===== config.mk =====
export PLATFORM = sky130hd
export DESIGN_NAME = step_move_controller
export DESIGN_NICKNAME = d
export VERILOG_FILES = /design/src/rtl/step_move_controller.sv
export SDC_FILE = /design/constraint.sdc
export NUM_CORES = 1
export LEC_CHECK = 0
export ABC_AREA = 1
export ABC_CLOCK_PERIOD_IN_PS = 5900
export BUFFER_PORTS_ARGS = -buffer_cell sky130_fd_sc_hd__clkbuf_2
export CAP_MARGIN = 5
export CORE_AREA = 2 2 125 127
export DETAILED_ROUTE_END_ITERATION = 7
export DIE_AREA = 0 0 127 129
export SETUP_SLACK_MARGIN = 0.15
export SKIP_CTS_REPAIR_TIMING = 1
export SLEW_MARGIN = 20
export SYNTH_ARGS = -nofsm -noshare
export SYNTH_HDL_FRONTEND = slang
export SYNTH_SLANG_ARGS = --single-unit

===== constraint.sdc =====
create_clock -name clk -period 5.9 [get_ports clk]
set_input_delay 0.59 -clock clk [delete_from_list [all_inputs] [get_ports clk]]
set_output_delay 0.59 -clock clk [all_outputs]
set_load 0.05 [all_outputs]

===== src/rtl/step_move_controller.sv =====
// step_move_controller
// Accepts a move command (direction, step count, step period) and issues
// one-cycle step strobes with a held direction to the stepper phase driver.
// It tracks signed absolute position, waits a settle interval after the last
// step, and then pulses done. Abort ends a move at once and flags done as aborted.

module step_move_controller #(
    parameter int CNT_W      = 16,
    parameter int DIV_W      = 16,
    parameter int POS_W      = 24,
    parameter int SETTLE_CYC = 4
) (
    input  logic             clk,
    input  logic             rst,
    input  logic             cmd_valid,
    output logic             cmd_ready,
    input  logic             cmd_dir,
    input  logic [CNT_W-1:0] cmd_steps,
    input  logic [DIV_W-1:0] cmd_period,
    input  logic             abort,
    output logic             drv_en,
    output logic             drv_dir,
    output logic             busy,
    output logic             done,
    output logic             aborted,
    output logic [CNT_W-1:0] steps_left,
    output logic [POS_W-1:0] pos
);

    localparam int SET_W = (SETTLE_CYC < 2) ? 1 : $clog2(SETTLE_CYC + 1);
    localparam logic [SET_W-1:0] SETTLE_LOAD = SET_W'(SETTLE_CYC);

    typedef enum logic [1:0] {
        IDLE,
        RUN,
        SETTLE
    } state_t;

    state_t           state_q, state_d;
    logic             dir_q, dir_d;
    logic [CNT_W-1:0] stepsLeft_q, stepsLeft_d;
    logic [DIV_W-1:0] reload_q, reload_d;
    logic [DIV_W-1:0] periodCnt_q, periodCnt_d;
    logic [SET_W-1:0] settleCnt_q, settleCnt_d;
    logic [POS_W-1:0] pos_q, pos_d;
    logic             drvEn_q, drvEn_d;
    logic             done_q, done_d;
    logic             aborted_q, aborted_d;

    // A zero period runs at one step per cycle, so the reload value is period-1 floored at 0.
    logic [DIV_W-1:0] cmdReload;
    assign cmdReload = (cmd_period == '0) ? '0 : (cmd_period - DIV_W'(1));

    // State and datapath registers; reset drops any in-flight strobe and clears position.
    always_ff @(posedge clk or posedge rst) begin
        if (rst) begin
            state_q     <= IDLE;
            dir_q       <= 1'b0;
            stepsLeft_q <= '0;
            reload_q    <= '0;
            periodCnt_q <= '0;
            settleCnt_q <= '0;
            pos_q       <= '0;
            drvEn_q     <= 1'b0;
            done_q      <= 1'b0;
            aborted_q   <= 1'b0;
        end else begin
            state_q     <= state_d;
            dir_q       <= dir_d;
            stepsLeft_q <= stepsLeft_d;
            reload_q    <= reload_d;
            periodCnt_q <= periodCnt_d;
            settleCnt_q <= settleCnt_d;
            pos_q       <= pos_d;
            drvEn_q     <= drvEn_d;
            done_q      <= done_d;
            aborted_q   <= aborted_d;
        end
    end

    // Next-state logic: accept in IDLE, pace strobes in RUN, count down in SETTLE; abort wins over a due strobe.
    always_comb begin
        state_d     = state_q;
        dir_d       = dir_q;
        stepsLeft_d = stepsLeft_q;
        reload_d    = reload_q;
        periodCnt_d = periodCnt_q;
        settleCnt_d = settleCnt_q;
        pos_d       = pos_q;
        drvEn_d     = 1'b0;
        done_d      = 1'b0;
        aborted_d   = 1'b0;
        case (state_q)
            IDLE: begin
                if (cmd_valid) begin
                    dir_d       = cmd_dir;
                    stepsLeft_d = cmd_steps;
                    reload_d    = cmdReload;
                    periodCnt_d = cmdReload;
                    if (cmd_steps == '0) begin
                        done_d = 1'b1;
                    end else begin
                        state_d = RUN;
                    end
                end
            end
            RUN: begin
                if (abort) begin
                    state_d   = IDLE;
                    done_d    = 1'b1;
                    aborted_d = 1'b1;
                end else if (periodCnt_q == '0) begin
                    periodCnt_d = reload_q;
                    drvEn_d     = 1'b1;
                    stepsLeft_d = stepsLeft_q - CNT_W'(1);
                    pos_d       = dir_q ? (pos_q - POS_W'(1)) : (pos_q + POS_W'(1));
                    if (stepsLeft_q == CNT_W'(1)) begin
                        state_d     = SETTLE;
                        settleCnt_d = SETTLE_LOAD;
                    end
                end else begin
                    periodCnt_d = periodCnt_q - DIV_W'(1);
                end
            end
            SETTLE: begin
                if (abort) begin
                    state_d   = IDLE;
                    done_d    = 1'b1;
                    aborted_d = 1'b1;
                end else if (settleCnt_q <= SET_W'(1)) begin
                    state_d = IDLE;
                    done_d  = 1'b1;
                end else begin
                    settleCnt_d = settleCnt_q - SET_W'(1);
                end
            end
            default: begin
                state_d = IDLE;
            end
        endcase
    end

    // Outputs come straight from registers or the current state, so the driver sees no comb glitches from inputs.
    always_comb begin
        cmd_ready  = (state_q == IDLE);
        busy       = (state_q != IDLE);
        drv_en     = drvEn_q;
        drv_dir    = dir_q;
        done       = done_q;
        aborted    = aborted_q;
        steps_left = stepsLeft_q;
        pos        = pos_q;
    end

endmodule


==> impl_metrics.ini <==
[floorplan]
chipWidth_microns = 127
std_cell_rows = 45
start_util_pct = 44.63
fp.dieArea_sq_um = 16380
floorplan.die.height_microns = 129
core_sq_um = 14980
io-pin-count = 83

[logic_synthesis]
synth.yosys.warnings = 0
syn_avg_cell_area_sq_um = 6.300
synth.yosys.seq_area_share_pct = 30.33
synth.area.mux_share_pct = 0
post_synth_main_area_contributors = dfrtp_1, nand2_1, inv_1, nand3_1, ha_1
netlist.area_leader.share_pct = 30.33
yosys.area.top_type = dfrtp_1
synth_flop_cell = dfrtp_1
synth_compound_area_share_pct = 8.929
synthesis.nets = 1133
synth_xor_area_share_pct = 2.621
synthSimpleGateAreaFrac_pct = 41.33
synthDistinctLibCells = 40
number_of_enable_flip_flop_cells_after_synthesis = 0
syn_area_sq_um = 6684
synth-seq-cells = 81
post_synth_fa_ha_maj_area_fraction_pct = 6.664
combinational_family_with_the_most_area_after_synthesis = simple AND/OR/NAND/NOR gates
synthCells = 1061
ys_async_sr_fraction_pct = 100.0

[worst_setup_path]
critPathRequiredTime_ps = 6130
start_kind = flip-flop
critPathMaxFanout = 23
reg2reg_depth = 10
timing_worst_setup_path_type = reg2reg
worstPathArrival_ps = 3110
setup.worst_path.end_class = flip-flop

[timing]
fin_worst_skew_ps = 8.716
rsz0062_at_grt = false
hold_viol_final = 0
report.final.slew_viol_count = 0
fin_worst_hold_slack_ps = 130.1
fmax_ghz = 0.3466
setup-violations-final = 0
share_of_the_clock_period_used_by_the_worst_path_after_layout_pct = 48.90
tightestPinTransition_ps = 926.9
worst_slew_margin_relative_to_its_limit_pct = 38.21
final_period_minus_worst_setup_slack_ps = 2885
tns_ps = 0

[clock_tree]
cts_buffers = 9
cts.clk_slew.worst_paths_ps = 60
clock-root-buffer = clkbuf_16
total_number_of_h_tree_levels = 3
max_buffers_root_to_sink = 2
clock_latency_ps = 350
cts_tree = built
sinks_on_the_clock_net = 81

[route]
detailed_route_drc_error_count = 0
detail_route.iter0.violations = 434
firstDrtPassIters = 5
route.detailed.wl_per_inst_microns = 13.12
detail_route.wirelength_microns = 17400
post_drt_via_cell_ratio = 4.966
vias = 6585
drt.antenna.violating_nets = 0

[hold_path]
worstHoldPathType = in2async

[place]
port-buffer-count = 82
place.gp.congestion = 0.9125
detailedPlacementHpwl_microns = 13220

[grt]
global_route.usage.total_pct = 22.30
overflow = 0
first_global_vias = 6077
maximum_number_of_pins_on_one_net_before_global_route_repair = 70
antenna_found_initial = 0
wire_length_of_the_first_global_routing_pass_microns = 29430

[finish]
final_layout_net_count = 1207
n_antenna_cell = 0
syn_to_final_growth_pct = 12.97
final_core_utilization_pct = 50.42
final_layout_size_suffix_gt1_share_pct = 11.51
mostFrequentLayoutCell = nand2_1
mostFrequentLayoutCells = nand2_1, inv_1, nor2_1, nand3_1, clkbuf_2

[power]
power_w = 0.003289
static-leakage-power_nw = 4.158
pwr_density_cell_nw_per_um2 = 435.6
peakVddDrop_mv = 0.2448

[flow_run]
drv_cap = 0

[run_status]
status = complete, no violations
==> final cells by class <==
class | count | area [sq um]
clock buffers | 11 | 252.7
clock inverters | 3 | 65.06
fillers | 1600 | 7426
inverters | 148 | 556.8
multi-input cells | 810 | 3980
flip-flops and latches | 81 | 2028
well taps | 188 | 235.2
repair buffers | 85 | 432.9
==> metal layers <==
metal / GRT usage [%] / wire, microns
met5: 0 / 0
met4: 7.951 / 307
met3: 2.370 / 491
met2: 37.48 / 8352
met1: 30.05 / 8250
==> power by group <==
part | switching, W | total [W] | internal [W] | leakage (nW)
Clock | 0.000232 | 0.000621 | 0.000389 | 0.157
Combinational | 0.00119 | 0.00171 | 0.000527 | 2.97
Sequential | 0.000209 | 0.000955 | 0.000745 | 1.03
==> state kept, by name, indices dropped and copies added (netlist names), 2 cells and up <==
name         cells
periodCnt_q     16
pos             24
reload_q        16
settleCnt_q      3
state_q          2
steps_left      16
==> cell families (layout without fill, tap and decap cells) <==
family	count (synthesis)	in the layout
flops	81	81
xor+xnor	20	20
compound gates	112	112
simple gates	643	643
fa+ha+maj	35	35
buf+inv	170	247
==> final timing paths <==
kind / to / startpoint / slack [ps]
hold reg to reg: reload_q[10] / reload_q[10] / 480
max in group asynchronous: drv_dir / rst / 4530
min in group clk: drv_dir / cmd_dir / 460
setup / recovery: steps_left[6] / state_q[1] / 3010
setup reg to reg: steps_left[6] / state_q[1] / 3010
hold / removal: pos[15] / rst / 130
==> critical path, stage by stage (launching register included) <==
cell and delay, ps:
dfrtp_1 420, inv_1 90, ha_1 540, buf_4 380
a21oi_1 150, nor2_4 410, nand2_4 210, inv_2 280
o21ai_0 140, nand2_1 70, o21ai_0 70
==> metrics by stage <==
step	std cells	area, sq um	worst slack [ps]
final	1326	7551	3015
after global routing	1326	7551	2712
after CTS	1326	7550	3025
after floorplan	1061	6684	3230
after global placement	1312	7232	3054
after detailed placement	1312	7232	3043
==> cell usage after synthesis (5+ instances only) <==
master	instances
nand2_1	376
inv_1	145
nor2_1	106
nand3_1	97
dfrtp_1	81
o21ai_0	69
ha_1	34
a21oi_1	25
nand4_1	14
xor2_1	12
buf_2	10
nand3b_1	10
nor3_1	8
xnor2_1	8
clkbuf_1	7
nor2_2	7
nor2_4	5
o211ai_1	5
or2_2	5
No activity file was read; power rests on OpenSTA's default activity.
